<file path="src/rtl/writeback_collector.sv">
// Dual-pipe write-back collector: per-pipe completion shift registers that time
// register-file writes, track pending destinations and arbitrate same-RT writes.
module writeback_collector (
    input  logic         clk,
    input  logic         rst_n,
    input  logic         flush,
    input  logic         issue_valid_e,
    input  logic         issue_valid_o,
    input  logic [6:0]   issue_rt_e,
    input  logic [6:0]   issue_rt_o,
    input  logic         issue_we_e,
    input  logic         issue_we_o,
    input  logic [3:0]   issue_lat_e,
    input  logic [3:0]   issue_lat_o,
    input  logic [2:0]   issue_unit_e,
    input  logic [2:0]   issue_unit_o,
    input  logic [127:0] result_e,
    input  logic [127:0] result_o,
    output logic         issue_accept_e,
    output logic         issue_accept_o,
    output logic         wb_valid_e,
    output logic         wb_valid_o,
    output logic [6:0]   wb_rt_e,
    output logic [6:0]   wb_rt_o,
    output logic [2:0]   wb_unit_e,
    output logic [2:0]   wb_unit_o,
    output logic [127:0] wb_data_e,
    output logic [127:0] wb_data_o,
    input  logic [6:0]   query_ra,
    input  logic [6:0]   query_rb,
    input  logic [6:0]   query_rc,
    output logic         busy_ra,
    output logic         busy_rb,
    output logic         busy_rc,
    output logic         wb_conflict,
    output logic         lat_err
);

    // Index 0 is the even pipe, index 1 the odd pipe.
    logic [1:0]            iv_s;
    logic [1:0]            iwe_s;
    logic [1:0][6:0]       irt_s;
    logic [1:0][3:0]       ilat_s;
    logic [1:0][2:0]       iunit_s;
    logic [1:0][127:0]     ires_s;
    logic [2:0][6:0]       query_s;

    assign iv_s    = {issue_valid_o, issue_valid_e};
    assign iwe_s   = {issue_we_o, issue_we_e};
    assign irt_s   = {issue_rt_o, issue_rt_e};
    assign ilat_s  = {issue_lat_o, issue_lat_e};
    assign iunit_s = {issue_unit_o, issue_unit_e};
    assign ires_s  = {result_o, result_e};
    assign query_s = {query_rc, query_rb, query_ra};

    // Slot k holds the entry that retires k cycles from now.
    logic [1:0][7:1]       slot_v_r;
    logic [1:0][7:1]       slot_we_r;
    logic [1:0][7:1][6:0]  slot_rt_r;
    logic [1:0][7:1][2:0]  slot_unit_r;

    logic [1:0]            wb_valid_r;
    logic [1:0][6:0]       wb_rt_r;
    logic [1:0][2:0]       wb_unit_r;
    logic [1:0][127:0]     wb_data_r;
    logic                  wb_conflict_r;
    logic                  lat_err_r;

    logic [1:0]            lat_ok_s;
    logic [1:0]            accept_s;
    logic [1:0]            wr1_s;
    logic [1:0]            wb_load_s;
    logic                  conflict_s;
    logic [2:0]            busy_s;

    // Issue acceptance: an entry for latency L lands in slot L-1 after the
    // shift, which is free exactly when slot L is free now.
    always_comb begin
        for (int p = 0; p < 2; p++) begin
            lat_ok_s[p] = (ilat_s[p] >= 4'd2) && (ilat_s[p] <= 4'd7);
            accept_s[p] = 1'b0;
            if (iv_s[p] && rst_n && !flush) begin
                case (ilat_s[p])
                    4'd2:    accept_s[p] = !slot_v_r[p][2];
                    4'd3:    accept_s[p] = !slot_v_r[p][3];
                    4'd4:    accept_s[p] = !slot_v_r[p][4];
                    4'd5:    accept_s[p] = !slot_v_r[p][5];
                    4'd6:    accept_s[p] = !slot_v_r[p][6];
                    4'd7:    accept_s[p] = !slot_v_r[p][7];
                    default: accept_s[p] = 1'b0;
                endcase
            end else begin
                accept_s[p] = 1'b0;
            end
        end
    end

    // Retiring writes and same-RT arbitration; the odd pipe wins.
    always_comb begin
        for (int p = 0; p < 2; p++) begin
            wr1_s[p] = slot_v_r[p][1] & slot_we_r[p][1];
        end
        conflict_s = (&wr1_s) && (slot_rt_r[0][1] == slot_rt_r[1][1]);
        wb_load_s  = {wr1_s[1], wr1_s[0] & ~conflict_s};
    end

    // Scoreboard lookup over in-flight slots only (write-back registers excluded).
    always_comb begin
        for (int q = 0; q < 3; q++) begin
            busy_s[q] = 1'b0;
            for (int p = 0; p < 2; p++) begin
                for (int k = 1; k <= 7; k++) begin
                    busy_s[q] = busy_s[q] | (slot_v_r[p][k] & slot_we_r[p][k] &
                                             (slot_rt_r[p][k] == query_s[q]));
                end
            end
        end
    end

    // Slot shift/insert/flush and write-back output registers.
    always_ff @(posedge clk or negedge rst_n) begin
        if (!rst_n) begin
            slot_v_r      <= '0;
            slot_we_r     <= '0;
            slot_rt_r     <= '0;
            slot_unit_r   <= '0;
            wb_valid_r    <= 2'b00;
            wb_rt_r       <= '0;
            wb_unit_r     <= '0;
            wb_data_r     <= '0;
            wb_conflict_r <= 1'b0;
            lat_err_r     <= 1'b0;
        end else begin
            for (int p = 0; p < 2; p++) begin
                for (int k = 1; k <= 6; k++) begin
                    slot_v_r[p][k]    <= slot_v_r[p][k+1];
                    slot_we_r[p][k]   <= slot_we_r[p][k+1];
                    slot_rt_r[p][k]   <= slot_rt_r[p][k+1];
                    slot_unit_r[p][k] <= slot_unit_r[p][k+1];
                end
                slot_v_r[p][7]    <= 1'b0;
                slot_we_r[p][7]   <= 1'b0;
                slot_rt_r[p][7]   <= 7'd0;
                slot_unit_r[p][7] <= 3'd0;
                if (accept_s[p]) begin
                    for (int k = 1; k <= 6; k++) begin
                        if (ilat_s[p] == 4'(k + 1)) begin
                            slot_v_r[p][k]    <= 1'b1;
                            slot_we_r[p][k]   <= iwe_s[p];
                            slot_rt_r[p][k]   <= irt_s[p];
                            slot_unit_r[p][k] <= iunit_s[p];
                        end
                    end
                end
                if (flush) begin
                    slot_v_r[p] <= 7'd0;
                end
                wb_valid_r[p] <= wb_load_s[p];
                wb_rt_r[p]    <= wb_load_s[p] ? slot_rt_r[p][1] : 7'd0;
                wb_unit_r[p]  <= wb_load_s[p] ? slot_unit_r[p][1] : 3'd0;
                wb_data_r[p]  <= wb_load_s[p] ? ires_s[p] : 128'd0;
            end
            wb_conflict_r <= conflict_s;
            lat_err_r     <= |(iv_s & ~lat_ok_s);
        end
    end

    assign issue_accept_e = accept_s[0];
    assign issue_accept_o = accept_s[1];
    assign wb_valid_e     = wb_valid_r[0];
    assign wb_valid_o     = wb_valid_r[1];
    assign wb_rt_e        = wb_rt_r[0];
    assign wb_rt_o        = wb_rt_r[1];
    assign wb_unit_e      = wb_unit_r[0];
    assign wb_unit_o      = wb_unit_r[1];
    assign wb_data_e      = wb_data_r[0];
    assign wb_data_o      = wb_data_r[1];
    assign busy_ra        = busy_s[0];
    assign busy_rb        = busy_s[1];
    assign busy_rc        = busy_s[2];
    assign wb_conflict    = wb_conflict_r;
    assign lat_err        = lat_err_r;

endmodule

</file>
<file path="config.mk">
export PLATFORM = sky130hd
export DESIGN_NAME = writeback_collector
export DESIGN_NICKNAME = d
export VERILOG_FILES = /design/src/rtl/writeback_collector.sv
export SDC_FILE = /design/constraint.sdc
export NUM_CORES = 1
export LEC_CHECK = 0
export BUFFER_PORTS_ARGS = -buffer_cell sky130_fd_sc_hd__buf_2
export CAP_MARGIN = 20
export CORE_MARGIN = 1.5
export CORE_UTILIZATION = 28
export CTS_BUF_LIST = sky130_fd_sc_hd__clkbuf_2 sky130_fd_sc_hd__clkbuf_4 sky130_fd_sc_hd__clkbuf_8
export DETAILED_ROUTE_END_ITERATION = 6
export GPL_ROUTABILITY_DRIVEN = 0
export PLACE_DENSITY = 0.54
export SLEW_MARGIN = 0
export SYNTH_ARGS = -nofsm -noshare
export SYNTH_HDL_FRONTEND = slang
export SYNTH_SLANG_ARGS = --single-unit
</file>
<file path="constraint.sdc">
create_clock -name clk -period 3.3 [get_ports clk]
set_input_delay 0 -clock clk [delete_from_list [all_inputs] [get_ports clk]]
set_output_delay 0 -clock clk [all_outputs]
set_load 0.01 [all_outputs]
</file>
==> flow_metrics.env <==
export IMPL_grt_pass1_wl_um=106000
export IMPL_synth_edf_count=0
export IMPL_synth_largest_area_cell="dfrtp_1"
export IMPL_synthCells=1379
export IMPL_combinational_family_with_the_most_area_after_synthesis="simple AND/OR/NAND/NOR gates"
export IMPL_postSynth_asyncResetShare_pct=100
export IMPL_fp_dieW_um=254
export IMPL_row_count=91
export IMPL_postCtsSetupBuffers=0
export IMPL_final_area_mm2=0.0261
export IMPL_synth_xor_area_share_pct=12.9
export IMPL_drv_cap=0
export IMPL_cts_inserted_buffers=79
export IMPL_place_detailed_hpwl_um=53600
export IMPL_synth_net_count=1691
export IMPL_fin_setup_tns_ns=0
export IMPL_port_buffers=596
export IMPL_timing_slew_headroom_pct=25.0
export IMPL_status="finished, final reports clean"
export IMPL_final_cell_mix="595 x buf_2, 422 x dfrtp_1, 309 x dlygate4sd3_1"
export IMPL_boundaryPins=597
export IMPL_setup_viol=0
export IMPL_final_fill_count=5839
export IMPL_slew_at_the_pin_closest_to_its_max_slew_limit_ns=1.12
export IMPL_synth_warning_count=0
export IMPL_synthAdderAreaFrac_pct=0
export IMPL_power_leakage_nw=14.1
export IMPL_insertion_delay_of_the_later_clocked_pin_in_the_worst_skew_pair_ns=0.65
export IMPL_worstPathArrival_ns=3.75
export IMPL_floorplan_initialDensity_pct=28.4
export IMPL_top_area_cells_in_the_synthesized_netlist="dfrtp_1 60%, xnor2_1 7.7%, mux2_2 7.0%"
export IMPL_number_of_antenna_violations_at_the_first_check_in_global_routing=16
export IMPL_min_path_type="in -> reg"
export IMPL_nNetsFinal=2600
export IMPL_final_seq_area_mm2=0.0106
export IMPL_finalCriticalPeriod_ns=3.22
export IMPL_cp_data_required_time_ns=3.83
export IMPL_layout_cells_most_common="buf_2"
export IMPL_power_density_mw_per_mm2=440
export IMPL_grt_pass1_vias=15300
export IMPL_routedWlPerCell_um=23.5
export IMPL_fmax_mhz=310
export IMPL_detailroute_via_count=14500
export IMPL_core_region_area_mm2=0.0618
export IMPL_start_kind="input pin"
export IMPL_fin_crit_sh_pct=97.6
export IMPL_critPathCaptureType="register"
export IMPL_synth_compound_gate_area_share_pct=0.968
export IMPL_report_final_hold_viol_count=0
export IMPL_postRouteWirelength_um=75000
export IMPL_remaining_drc_errors=0
export IMPL_simple_gate_share_of_the_synthesized_area_pct=15.5
export IMPL_clockBufferDepth=3
export IMPL_fin_skew_ns=0.0355
export IMPL_share_of_post_route_cells_with_drive_strength_above_1_pct=37.1
export IMPL_die_h_um=254
export IMPL_post_synth_num_cell_types=34
export IMPL_syn_area_per_cell_um2=12.7
export IMPL_number_of_vias_per_cell=4.55
export IMPL_clock_slew_at_the_register_clock_pins_of_the_worst_setup_and_hold_paths_ns=0.06
export IMPL_area_growth_synth_to_final_pct=48.5
export IMPL_placed_area_mm2=0.0213
export IMPL_total_routing_usage_reported_by_global_routing_pct=22.7
export IMPL_synth_seq_area_share_pct=60.4
export IMPL_cts_hold_repair_buffers=310
export IMPL_final_antenna_net_count=0
export IMPL_multi_input_comb_area_mm2=0.00646
export IMPL_detail_route_first_pass_iterations=5
export IMPL_setup_worst_path_class="in -> reg"
export IMPL_commonest_register_cell_after_synthesis="dfrtp_1"
export IMPL_grt_setup_unrepaired="no"
export IMPL_worst_ir_drop_vdd_uv=323
export IMPL_first_iter_violations=1005
export IMPL_tritoncts_clock_tree="done"
export IMPL_globalRouteOverflowTotal=0
export IMPL_die_area_mm2=0.0643
export IMPL_cts_num_sinks=424
export IMPL_ctsRootBufferMaster="clkbuf_8"
export IMPL_worst_path_max_fanout=4
export IMPL_timing_max_transition_violations_final=0
export IMPL_htree_levels=3
export IMPL_cts_repair_resize_count=0
export IMPL_synth_area_mux_share_pct=7.22
export IMPL_post_synth_top_area_fraction_pct=60.4
export IMPL_post_synth_instance_area_mm2=0.0176
export IMPL_postSynthRegisterBits=424
export IMPL_grt_start_max_net_pins=165
==> final timing paths <==
check,start,end,slack [ns],depth (start not counted)
max reg2reg,slot_v_r[7],wb_data_e[113],1.07,6
min in group asynchronous,rst_n,wb_data_e[51],0.46,4
max,rst_n,slot_unit_r[32],0.08,10
max in group asynchronous,rst_n,wb_data_o[91],1.33,5
min,result_e[101],wb_data_e[101],0.08,3
min reg2reg,slot_unit_r[37],slot_unit_r[34],0.44,1
==> power by group <==
| part | switching (W) | total, W | internal [W] |
|---|---|---|---|
| clock | 0.00233 | 0.00531 | 0.00298 |
| combinational | 0.000460 | 0.000944 | 0.000483 |
| sequential | 0.0000124 | 0.00522 | 0.00521 |
==> kinds of logic (layout without fill, tap and decap cells) <==
| kind of cell | count (synthesis) | in the layout |
|---|---|---|
| xor gates and xnor gates | 259 | 259 |
| muxes | 113 | 113 |
| and+or+nand+nor | 455 | 455 |
| buffers and inverters | 102 | 1065 |
| AOI/OAI and AO/OA | 26 | 26 |
| DFF | 424 | 424 |
| other | 0 | 10 |
==> final cells by class <==
class / count / share of cell area, %
clock buffers: 118 / 5.72
diodes: 10 / 0.0959
multi-input cells: 853 / 24.7
clock inverters: 17 / 0.618
well taps: 837 / 4.01
repair buffers: 921 / 24.0
flip-flops and latches: 424 / 40.7
inverters: 9 / 0.129
==> stage by stage <==
stage	utilization (%)	hold slack [ns]	std cells	worst slack, ns	power [W]
after floorplan	-	-0.296	1379	1.35	0.00554
after global placement	34.4	-0.108	2733	1.13	0.00593
after detailed placement	34.4	-0.103	2733	1.09	0.00594
after CTS	42.1	0.00613	3178	0.172	0.0116
after global routing	42.2	0.0209	3183	0.00191	0.0119
final	42.2	0.0846	3189	0.0779	0.0115
==> Yosys cell counts, types with 5 or more instances <==
cell / n
dfrtp_1: 424
inv_1: 9
buf_2: 29
buf_6: 13
nor2_1: 18
mux2_2: 110
nand2_1: 41
clkbuf_1: 44
nor4_1: 50
and3_1: 138
xor2_1: 104
nand3b_1: 5
xnor2_1: 155
nand4_1: 31
a2111oi_0: 5
and2_1: 160
a21oi_1: 14
==> critical path: stages <==
cell and delay (ns):
dlygate4sd3_1 0.53, dlygate4sd3_1 0.59, buf_8 0.15, nor2b_1 0.14
buf_4 0.18, nand3b_1 0.15, dlygate4sd3_1 0.62, nor4_2 0.46
mux2_2 0.39, dlygate4sd3_1 0.54
==> routing by layer <==
metal / vias to the layer above / wire length, µm / share of wire, % / GRT usage (%)
li1: 6415 / - / - / -
met1: 7298 / 28300 / 38 / 26.0
met2: 621 / 36800 / 49 / 38.1
met3: 163 / 5780 / 7.7 / 7.12
met4: 14 / 4020 / 5.4 / 11.7
met5: - / 101 / 0.13 / 0
==> state kept, by name (all words and copies together), names as in the netlist <==
| name | flops |
|---|---|
| wb_rt_e | 7 |
| slot_v_r | 12 |
| wb_conflict | 1 |
| slot_we_r | 12 |
| wb_unit_o | 3 |
| wb_data_o | 128 |
| lat_err | 1 |
| wb_data_e | 128 |
| slot_unit_r | 36 |
| wb_rt_o | 7 |
| wb_valid_r | 2 |
| slot_rt_r | 84 |
| wb_unit_e | 3 |
No activity file was read; power rests on OpenSTA's default activity.
